[src/rtl/wormhole_xbar_out_port_if.sv]
// Handshake bundle between the crossbar output port, its NUM_IN input buffers and the output link.
interface wormhole_xbar_out_port_if #(
  parameter int NUM_IN = 5,
  parameter int FLIT_W = 8
);
  logic [NUM_IN-1:0]        in_valid;
  logic [NUM_IN*FLIT_W-1:0] in_flit;
  logic [NUM_IN-1:0]        in_ready;
  logic                     out_valid;
  logic [FLIT_W-1:0]        out_flit;
  logic                     out_ready;
  logic [NUM_IN-1:0]        out_grant;
  logic                     err_proto;

  modport master (
    output in_valid, in_flit, out_ready,
    input  in_ready, out_valid, out_flit, out_grant, err_proto
  );

  modport slave (
    input  in_valid, in_flit, out_ready,
    output in_ready, out_valid, out_flit, out_grant, err_proto
  );
endinterface

[src/rtl/wormhole_xbar_out_port.sv]
// Crossbar output port: round-robin arbitration among NUM_IN input buffers, wormhole lock
// from head to tail, and a registered valid/ready output stage.
module wormhole_xbar_out_port #(
  parameter int NUM_IN = 5,
  parameter int FLIT_W = 8
) (
  input logic                      clk,
  input logic                      rst_n,
  wormhole_xbar_out_port_if.slave  bus
);
  localparam int IDX_W = $clog2(NUM_IN);

  typedef enum logic [1:0] {FT_SINGLE = 2'b00, FT_HEAD = 2'b01, FT_BODY = 2'b10, FT_TAIL = 2'b11} flit_type_e;
  typedef enum logic {S_IDLE, S_LOCKED} state_e;

  state_e             r_state;
  logic [IDX_W-1:0]   r_lock;
  logic [IDX_W-1:0]   r_rr_ptr;
  logic               r_out_valid;
  logic [FLIT_W-1:0]  r_out_flit;
  logic [NUM_IN-1:0]  r_out_grant;
  logic               r_err_proto;
  logic               r_idle_stray;

  logic               w_load_en;
  logic [NUM_IN-1:0]  w_cand;
  logic [NUM_IN-1:0]  w_stray;
  logic               w_sel_valid;
  logic [IDX_W-1:0]   w_sel_idx;
  logic [FLIT_W-1:0]  w_sel_flit;
  flit_type_e         w_sel_type;
  logic               w_xfer;
  logic               w_stray_alone;
  logic [NUM_IN-1:0]  w_in_ready;

  // NOTE: every always_comb output gets a default first so no path leaves it unassigned (no latch).
  always_comb begin
    // Gating with rst_n keeps the buffers from being popped while the port is held in reset.
    w_load_en   = rst_n && (!r_out_valid || bus.out_ready);
    w_cand      = '0;
    w_stray     = '0;
    w_sel_valid = 1'b0;
    w_sel_idx   = '0;
    for (int i = 0; i < NUM_IN; i++) begin
      w_cand[i]  = bus.in_valid[i] && !bus.in_flit[i*FLIT_W + FLIT_W-1];
      w_stray[i] = bus.in_valid[i] &&  bus.in_flit[i*FLIT_W + FLIT_W-1];
    end
    if (r_state == S_IDLE) begin
      // Scan from the far end back so the nearest candidate after rr_ptr is written last.
      for (int k = NUM_IN; k >= 1; k--) begin
        if (w_cand[(int'(r_rr_ptr) + k) % NUM_IN]) begin
          w_sel_valid = 1'b1;
          w_sel_idx   = IDX_W'((int'(r_rr_ptr) + k) % NUM_IN);
        end
      end
    end else begin
      w_sel_valid = bus.in_valid[r_lock];
      w_sel_idx   = r_lock;
    end
    w_sel_flit    = bus.in_flit[int'(w_sel_idx)*FLIT_W +: FLIT_W];
    w_sel_type    = flit_type_e'(w_sel_flit[FLIT_W-1 -: 2]);
    w_xfer        = w_sel_valid && w_load_en;
    w_in_ready    = w_xfer ? (NUM_IN'(1) << w_sel_idx) : '0;
    w_stray_alone = (r_state == S_IDLE) && (w_cand == '0) && (w_stray != '0);
  end

  // NOTE: sequential state uses non-blocking assignments so every register sees pre-edge values.
  always_ff @(posedge clk or negedge rst_n) begin
    if (!rst_n) begin
      r_state      <= S_IDLE;
      r_lock       <= '0;
      r_rr_ptr     <= IDX_W'(NUM_IN-1);
      r_out_valid  <= 1'b0;
      r_out_flit   <= '0;
      r_out_grant  <= '0;
      r_err_proto  <= 1'b0;
      r_idle_stray <= 1'b0;
    end else begin
      if (w_xfer) begin
        r_out_flit  <= w_sel_flit;
        r_out_valid <= 1'b1;
      end else if (w_load_en) begin
        r_out_valid <= 1'b0;
      end

      // A body/tail with nobody to follow is tolerated for one cycle, flagged on the second.
      r_idle_stray <= w_stray_alone;
      if (w_stray_alone && r_idle_stray) r_err_proto <= 1'b1;

      case (r_state)
        S_IDLE: begin
          if (w_xfer) begin
            if (w_sel_type == FT_HEAD) begin
              r_state     <= S_LOCKED;
              r_lock      <= w_sel_idx;
              r_out_grant <= NUM_IN'(1) << w_sel_idx;
            end else begin
              r_rr_ptr <= w_sel_idx;
            end
          end
        end
        S_LOCKED: begin
          if (w_xfer) begin
            if (w_sel_type == FT_HEAD || w_sel_type == FT_SINGLE) r_err_proto <= 1'b1;
            // A single inside a packet closes it like a tail; a stray head continues it like a body.
            if (w_sel_type == FT_TAIL || w_sel_type == FT_SINGLE) begin
              r_state     <= S_IDLE;
              r_rr_ptr    <= r_lock;
              r_out_grant <= '0;
            end
          end
        end
        default: r_state <= S_IDLE;
      endcase
    end
  end

  assign bus.in_ready  = w_in_ready;
  assign bus.out_valid = r_out_valid;
  assign bus.out_flit  = r_out_flit;
  assign bus.out_grant = r_out_grant;
  assign bus.err_proto = r_err_proto;
endmodule
[src/flat_wrapper.sv]
// flat-port wrapper written by rule: the top's interface ports become plain ports
module wormhole_xbar_out_port_flat 
#(
  parameter int NUM_IN = 5,
  parameter int FLIT_W = 8
)
  (clk, rst_n, bus_in_valid, bus_in_flit, bus_out_ready, bus_in_ready, bus_out_valid, bus_out_flit, bus_out_grant, bus_err_proto);
  wormhole_xbar_out_port_if #(.NUM_IN(NUM_IN), .FLIT_W(FLIT_W)) bus_i ();
  input logic clk;
  input logic rst_n;
  input wire logic [$bits(bus_i.in_valid)-1:0] bus_in_valid;
  input wire logic [$bits(bus_i.in_flit)-1:0] bus_in_flit;
  input wire logic [$bits(bus_i.out_ready)-1:0] bus_out_ready;
  output wire logic [$bits(bus_i.in_ready)-1:0] bus_in_ready;
  output wire logic [$bits(bus_i.out_valid)-1:0] bus_out_valid;
  output wire logic [$bits(bus_i.out_flit)-1:0] bus_out_flit;
  output wire logic [$bits(bus_i.out_grant)-1:0] bus_out_grant;
  output wire logic [$bits(bus_i.err_proto)-1:0] bus_err_proto;
  assign bus_i.in_valid = bus_in_valid;
  assign bus_i.in_flit = bus_in_flit;
  assign bus_i.out_ready = bus_out_ready;
  assign bus_in_ready = bus_i.in_ready;
  assign bus_out_valid = bus_i.out_valid;
  assign bus_out_flit = bus_i.out_flit;
  assign bus_out_grant = bus_i.out_grant;
  assign bus_err_proto = bus_i.err_proto;
  wormhole_xbar_out_port #(.NUM_IN(NUM_IN), .FLIT_W(FLIT_W)) u_core (.clk(clk), .rst_n(rst_n), .bus(bus_i));
endmodule
[config.mk]
export PLATFORM = sky130hd
export DESIGN_NAME = wormhole_xbar_out_port_flat
export DESIGN_NICKNAME = d
export VERILOG_FILES = /design/src/rtl/wormhole_xbar_out_port_if.sv /design/src/rtl/wormhole_xbar_out_port.sv /design/src/flat_wrapper.sv
export SDC_FILE = /design/constraint.sdc
export NUM_CORES = 1
export LEC_CHECK = 0
export BUFFER_PORTS_ARGS = -buffer_cell sky130_fd_sc_hd__buf_4
export CORE_ASPECT_RATIO = 1.1
export CORE_UTILIZATION = 58
export CTS_CLUSTER_SIZE = 24
export DETAILED_ROUTE_END_ITERATION = 8
export HOLD_SLACK_MARGIN = 0.02
export PLACE_DENSITY = 0.82
export SYNTH_ARGS = -nofsm -noshare
export SYNTH_HDL_FRONTEND = slang
export SYNTH_SLANG_ARGS = --single-unit
export TNS_END_PERCENT = 50
[constraint.sdc]
create_clock -name clk -period 6.75 [get_ports clk]
set_input_delay 0.675 -clock clk [delete_from_list [all_inputs] [get_ports clk]]
set_output_delay 0.675 -clock clk [all_outputs]
set_load 0.005 [all_outputs]
### Word-level counts from Yosys, hierarchy flattened

Cells that the tools add are included.

| storage, ports and cells | value |
|---|---|
| flip-flop bits (word level) | 23 |
| bits in latches | 0 |
| bits in writable memories | 0 |
| bits in read-only memories | 0 |
| input port bits | 48 |
| output and inout port bits | 20 |
| word-level logic and storage cells | 116 |
| memories kept | 0 |

| operators by class | value |
|---|---|
| add/subtract/negate cells | 5 |
| $mul | 0 |
| div/mod/pow operators | 5 |
| order comparisons | 6 |
| equal/unequal tests | 7 |
| shift operators | 2 |
| multiplexer cells | 51 |
| bitwise logic cells | 1 |
| reduce and logical (&&, ||, !) cells | 31 |

Operators with widths:

| kind | count |
|---|---|
| less-than comparator 32 x 5 -> 1 bit, second input constant | 5 |
| modulo 32 x 4 -> 32 bit, second input constant | 5 |
| variable part select 40 x 7 -> 8 bit | 1 |
| 2-to-1 mux 3 bit | 10 |
| 2-to-1 mux 1 bit | 27 |
| 2-to-1 mux 5 bit | 5 |
| binary-select mux 1 bit (select 3 bit) | 6 |
| logical AND 1 bit | 15 |
| one-hot mux 5 bit (2 select lines) | 1 |
| adder 3 x 2 -> 4 bit, second input constant | 2 |
| adder 3 x 3 -> 4 bit, second input constant | 2 |
| inequality test 2 bit, second input constant | 4 |
| AND reduction 4 bit | 2 |
| zero test 1 bit | 6 |
| one-hot mux 3 bit (2 select lines) | 1 |
| zero test 5 bit | 1 |
| nonzero test 5 bit | 1 |
| << shifter 1 x 3 -> 5 bit, first input constant | 1 |
| adder 3 x 1 -> 4 bit, second input constant | 1 |
| less-than comparator 3 x 4 -> 1 bit, second input constant | 1 |
| logical OR 1 bit | 3 |
| AND reduction 3 bit | 1 |
| == test 2 x 1 -> 1 bit, second input constant | 1 |
| == test 2 bit, second input constant | 1 |
| 5 further kinds | 5 |

### Depth between registers and ports, before layout

| depth | value |
|---|---|
| depth after elaboration | 17 |
| depth in mapped cells | 28 |
| gate-level depth less buffers | 24 |

### Worst setup path before layout

OpenSTA, ideal clock, no wires.

| timing path | value |
|---|---|
| path type | register to register |
| start point | reg u_core.r_rr_ptr[0] |
| end point | reg u_core.r_out_grant[0] (netlist: u_core.bus.out_grant[0]) |
| setup time | 0.068 ns |
| arrival time | 5.947 ns |
| required time | 6.682 ns |
| setup slack | 0.736 ns |
| cell stages (with the launch flop) | 27 |
| path buffers | 4 |
| clock period less this slack | 6.014 ns |
| cell sequence | dfrtp_1 inv_1 clkbuf_1 ha_1 buf_2 xnor2_1 inv_1 ha_1 or2_2 o211ai_1 nand2_1 ha_1 nand2b_1 a31oi_1 mux2i_1 o22ai_1 or3_1 a311o_1 and2_1 clkbuf_1 clkbuf_1 a211o_1 o211ai_1 ha_1 nand2_1 nor3_1 a32o_1 |

| on the way | value |
|---|---|
| longest elaborated chain between the ends | 16 |
| elaborated cells on any way between the ends | 52 |
| classes of those cells | add/sub (5); div (5); eq/ne (6); shift (2); mux (30); reduce/logical (4) |

Ends and longest elaborated chain:

| what | line | text |
|---|---|---|
| start, declared | wormhole_xbar_out_port.sv:18 | `logic [IDX_W-1:0] r_rr_ptr;` |
| start signal, assigned | wormhole_xbar_out_port.sv:72 | `r_rr_ptr <= IDX_W'(NUM_IN-1);` |
| start signal, assigned | wormhole_xbar_out_port.sv:98 | `r_rr_ptr <= w_sel_idx;` |
| start signal, assigned | wormhole_xbar_out_port.sv:108 | `r_rr_ptr <= r_lock;` |
| adder 3 x 3 -> 4 bit | wormhole_xbar_out_port.sv:51, wormhole_xbar_out_port.sv:53 |  |
| modulo 32 x 4 -> 32 bit | wormhole_xbar_out_port.sv:51, wormhole_xbar_out_port.sv:53 |  |
| binary-select mux 1 bit (select 3 bit) | wormhole_xbar_out_port.sv:51 | `if (w_cand[(int'(r_rr_ptr) + k) % NUM_IN]) begin` |
| 2-to-1 mux 1 bit (not written as such) (2 in a row) | wormhole_xbar_out_port.sv:51 |  |
| 2-to-1 mux 3 bit (4 in a row) | wormhole_xbar_out_port.sv:51 |  |
| 2-to-1 mux 3 bit (*) | wormhole_xbar_out_port.sv:51 |  |
| 2-to-1 mux 3 bit (*) | wormhole_xbar_out_port.sv:48 | `if (r_state == S_IDLE) begin` |
| variable part select 40 x 7 -> 8 bit (*) | wormhole_xbar_out_port.sv:60 | `w_sel_flit = bus.in_flit[int'(w_sel_idx)*FLIT_W +: FLIT_W];` |
| via u_core.w_sel_flit[6] | wormhole_xbar_out_port.sv:30 | `logic [FLIT_W-1:0] w_sel_flit;` |
| == test 2 bit or zero test 2 bit (tied branches) | wormhole_xbar_out_port.sv:106 | `if (w_sel_type == FT_TAIL \|\| w_sel_type == FT_SINGLE) begin` |
| logical OR 1 bit | wormhole_xbar_out_port.sv:106 |  |
| inequality test 2 bit (no line) | - |  |
| AND reduction 4 bit (no line) (*) | - |  |
| end signal, assigned | wormhole_xbar_out_port.sv:96 | `r_out_grant <= NUM_IN'(1) << w_sel_idx;` |
| end, declared | wormhole_xbar_out_port.sv:21 | `logic [NUM_IN-1:0] r_out_grant;` |

Mark *: on every way through the listed nets, which the timed path passes. The rest lies on a longest branch. The select of a mux whose other input is x is not followed.
A chain may end at the register's enable or synchronous reset.

### Worst setup path in the final report

| timing path | value |
|---|---|
| start point | reg u_core.r_rr_ptr[0] |
| end point | reg u_core.r_rr_ptr[0] |

| on the way | value |
|---|---|
| longest elaborated chain between the ends | 16 |
| elaborated cells on any way between the ends | 51 |
| classes of those cells | add/sub (5); div (5); eq/ne (6); shift (1); mux (30); reduce/logical (4) |

Ends and longest elaborated chain:

| what | line |
|---|---|
| adder 3 x 3 -> 4 bit | wormhole_xbar_out_port.sv:51, wormhole_xbar_out_port.sv:53 |
| modulo 32 x 4 -> 32 bit | wormhole_xbar_out_port.sv:51, wormhole_xbar_out_port.sv:53 |
| binary-select mux 1 bit (select 3 bit) | wormhole_xbar_out_port.sv:51 |
| 2-to-1 mux 1 bit (not written as such) (2 in a row) | wormhole_xbar_out_port.sv:51 |
| 2-to-1 mux 3 bit (5 in a row) | wormhole_xbar_out_port.sv:51 |
| 2-to-1 mux 3 bit | wormhole_xbar_out_port.sv:48 |
| variable part select 40 x 7 -> 8 bit | wormhole_xbar_out_port.sv:60 |
| == test 2 bit or zero test 2 bit (tied branches) | wormhole_xbar_out_port.sv:106 |
| logical OR 1 bit | wormhole_xbar_out_port.sv:106 |
| inequality test 2 bit (no line) | - |
| AND reduction 4 bit (no line) | - |

Parallel ways exist; a longest one is shown, timed or not. The select of a mux whose other input is x is not followed.

==> run metrics <==
CP Cell Sequence=ha_1, xor2_1, buf_4, ha_1, or3b_2, o22ai_1, nor2_1, ha_1, nand2b_1, mux2i_1, a211o_1, a2bb2oi_1, o32ai_1, a211oi_1, o21ai_1, nand3_1, a211o_1, and3_1, ha_1, nand2_1, o21ai_0, nor2_1, nand2_1, o21ai_0; Final Skew=3.76 ps; Vias/cell=6.89; Reg2Reg Setup Slack=390 ps; Die Span Y=88.1 um; CTS tree=built; crit-path most repeated cell=ha_1; # setup viols final=0; Worst Setup Slack, final=390 ps; fraction of layout cells with a size suffix above 1=21.0%; post-synthesis mux area share=9.00%; Tcrit/Tclk final=94.2%; number of synthesized register bits=23; area delta synth->final=15.2%; Ports=68; Seq/Total Area, Yosys=14.8%; post-DP HPWL=9280 um; top post-synthesis cells by area=dfrtp_1, ha_1, o21ai_0; Place WS=515 ps; Post-Synthesis Cells=513; xor/xnor share of the synthesized area=2.47%; worst setup path startpoint=u_core.r_rr_ptr[0]; Critical Path Max Stage Delay=610 ps; Die W=80.3 um; Vias=4,429; Crit-path slowest cell=dfrtp_1; syn_nets=588; number of DRC markers in iteration 0=329; final hold viol count=0; CP Data Arrival Time=6550 ps; row cnt=31; initial antenna violation count=0; gr ovfl total=0; Mapped Area=3910 um2; CP Capture Type=flip-flop; Peak Freq=157 MHz; detailed-route wire length=12,300 um; largest net degree at the start of global routing=28; status=complete, no violations; GRT Total Usage=33.4%; Setup crit start kind=flip-flop; Worst path depth=24; number of flops mapped to enable cells by yosys=0; biggest area consumer among synthesized cells=dfrtp_1; drc violations=0; Detail Route Antenna Nets=0; starting density of the core=59.6%; first-pass GRT wire length=18,600 um; combinational family with the most area after synthesis=compound AO/OA/AOI/OAI gates; Num CTS Buffers=3; r2r endpoint=u_core.r_rr_ptr[0]; syn_area_per_cell=7.62 um2; DR WL/cell=19.2 um; complex-gate fraction of the synthesized area=36.1%; setup_tns=0 ps; First-pass DRT Iterations=4; core box area=6560 um2; CP bufs+invs=1; Max-cap violations=0; Top FF cell, synth=dfrtp_1; Worst Hold Class=input pin to async pin; Die Area=7070 um2; path depth of the worst reg2reg path=24; Worst Path Max Fanout=13; post-synth cell types=76; maximum clock insertion buffer count=2; warnings from Yosys=0; Max-Slew Margin vs Limit=35.6%; Top delay family on crit path=compound AO/OA/AOI/OAI gates; final RePlAce weighted congestion=0.976; CP Class=flip-flop to flip-flop; unrepaired setup endpoints after global routing=no; Hold Slack=299 ps; clock sinks=23; antenna diode count=0; Synth Area in Simple Gates=22.8%; clk slew on worst S/H paths=90 ps; # nets final=637; buffers added on ports=67; Yosys top cell area share=14.1%; worst-skew pair later-pin latency=270 ps; H-tree Lvls=1; CP required=6940 ps; Reg-to-Reg Start=u_core.r_rr_ptr[0]; Hold Buf Count CTS=0; minimum clock period=6360 ps; vias in the first global route=3,927; async set-or-reset flop fraction in the synthesized netlist=100%; max-slew violation count=0; worst-margin pin slew=966 ps; Root Driver=clkbuf_8; Synth Area in Adders=8.65%
area by class of cell:
type                       count  area (um2)
multi-input combinational    431        3090
fill                         569        2050
timing repair buffer          79         593
sequential                    23         577
tap                           82         103
inverter                      24        90.1
clock buffer                   3        41.3
clock inverter                 1        7.51
Yosys cell counts (3+ instances only):
library cell,number
a21oi_1,23
a311o_1,15
nand4_1,3
a31oi_1,4
a32o_1,7
nor2_1,29
and2_1,7
o2111ai_1,3
o21ai_0,41
and3_1,3
o22ai_1,3
dfrtp_1,22
clkbuf_1,20
nand2b_1,10
xnor2_1,9
o211ai_1,23
a211o_1,5
a21boi_0,3
a221o_1,3
nor4_1,4
mux2_2,13
or4_1,5
inv_1,21
or3b_2,3
nor2b_1,13
or2_2,6
a211oi_1,8
nor3b_1,3
a22oi_1,11
o211a_1,3
buf_2,9
o21ai_1,4
nand2_1,43
o21a_1,3
nand3_1,15
buf_1,4
ha_1,27
nor3_1,10
nor4bb_1,4
a21o_1,5
a2111oi_0,3
or3_1,4
mux2i_1,16
sequential cells by signal, indices dropped and copies added (netlist names):
| name | count |
|---|---|
| u_core.bus.err_proto | 1 |
| u_core.bus.out_flit | 8 |
| u_core.bus.out_grant | 5 |
| u_core.bus.out_valid | 1 |
| u_core.r_idle_stray | 1 |
| u_core.r_lock | 3 |
| u_core.r_rr_ptr | 3 |
| u_core.r_state | 1 |
placed cells by master (no fill, tap or decap), types with 13 or more instances in the layout:
| cell type | Yosys | layout |
|---|---|---|
| buf_4 | 1 | 79 |
| nand2_1 | 43 | 43 |
| o21ai_0 | 41 | 41 |
| nor2_1 | 29 | 29 |
| ha_1 | 27 | 27 |
| a21oi_1 | 23 | 23 |
| o211ai_1 | 23 | 23 |
| dfrtp_1 | 22 | 22 |
| inv_1 | 21 | 21 |
| mux2i_1 | 16 | 16 |
| a311o_1 | 15 | 15 |
| nand3_1 | 15 | 15 |
| nor2b_1 | 13 | 13 |
| mux2_2 | 13 | 13 |
worst max-delay path by stage:
stage	end	slack, ps
after detailed placement	u_core.bus.out_grant[3]	520
after global routing	u_core.r_rr_ptr[1]	30
final	u_core.r_rr_ptr[0]	390
after CTS	bus_in_ready[2]	450
after floorplan	u_core.bus.out_grant[0]	740
after global placement	u_core.bus.out_grant[3]	680
timing repair:
action | CTS | global route
setup endpoints to repair | 0 | 6
gates resized for setup | 0 | 2
setup buffers | 0 | 0
metrics by stage:
stage / instance area (um2) / utilization [%] / instances
final: 4500 / 68.7 / 643
after global routing: 4500 / 68.7 / 643
after CTS: 4500 / 68.6 / 643
after detailed placement: 4450 / 67.9 / 639
after global placement: 4450 / 67.9 / 639
after floorplan: 3910 / - / 513
metal layers:
layer	up-vias	routed length (um)	GRT usage (%)
met5	-	0	0
met4	0	377	11.0
met3	44	842	2.71
li1	2070	-	-
met1	2071	5020	42.0
met2	244	6100	60.0
worst register-to-register path: stages, from the launching register on:
cell and delay, ps:
dfrtp_1 610, ha_1 360, xor2_1 200, buf_4 230, ha_1 270, or3b_2 460
o22ai_1 160, nor2_1 100, ha_1 240, nand2b_1 130, mux2i_1 80, a211o_1 390
a2bb2oi_1 170, o32ai_1 580, a211oi_1 240, o21ai_1 430, nand3_1 150, a211o_1 330
and3_1 220, ha_1 200, nand2_1 140, o21ai_0 110, nor2_1 280, nand2_1 100
o21ai_0 110
cells by family (layout without fill, tap and decap cells):
kind of cell,Yosys count,count (layout)
AOI/OAI and AO/OA,193,193
xor gates and xnor gates,11,11
and+or+nand+nor,169,169
buffers and inverters,59,107
DFF,23,23
adders and majority gates,27,27
muxes,31,31
Power is left out: the tool's default activity adds up to more than one toggle a clock period on the data nets, which glitch-free logic cannot reach.
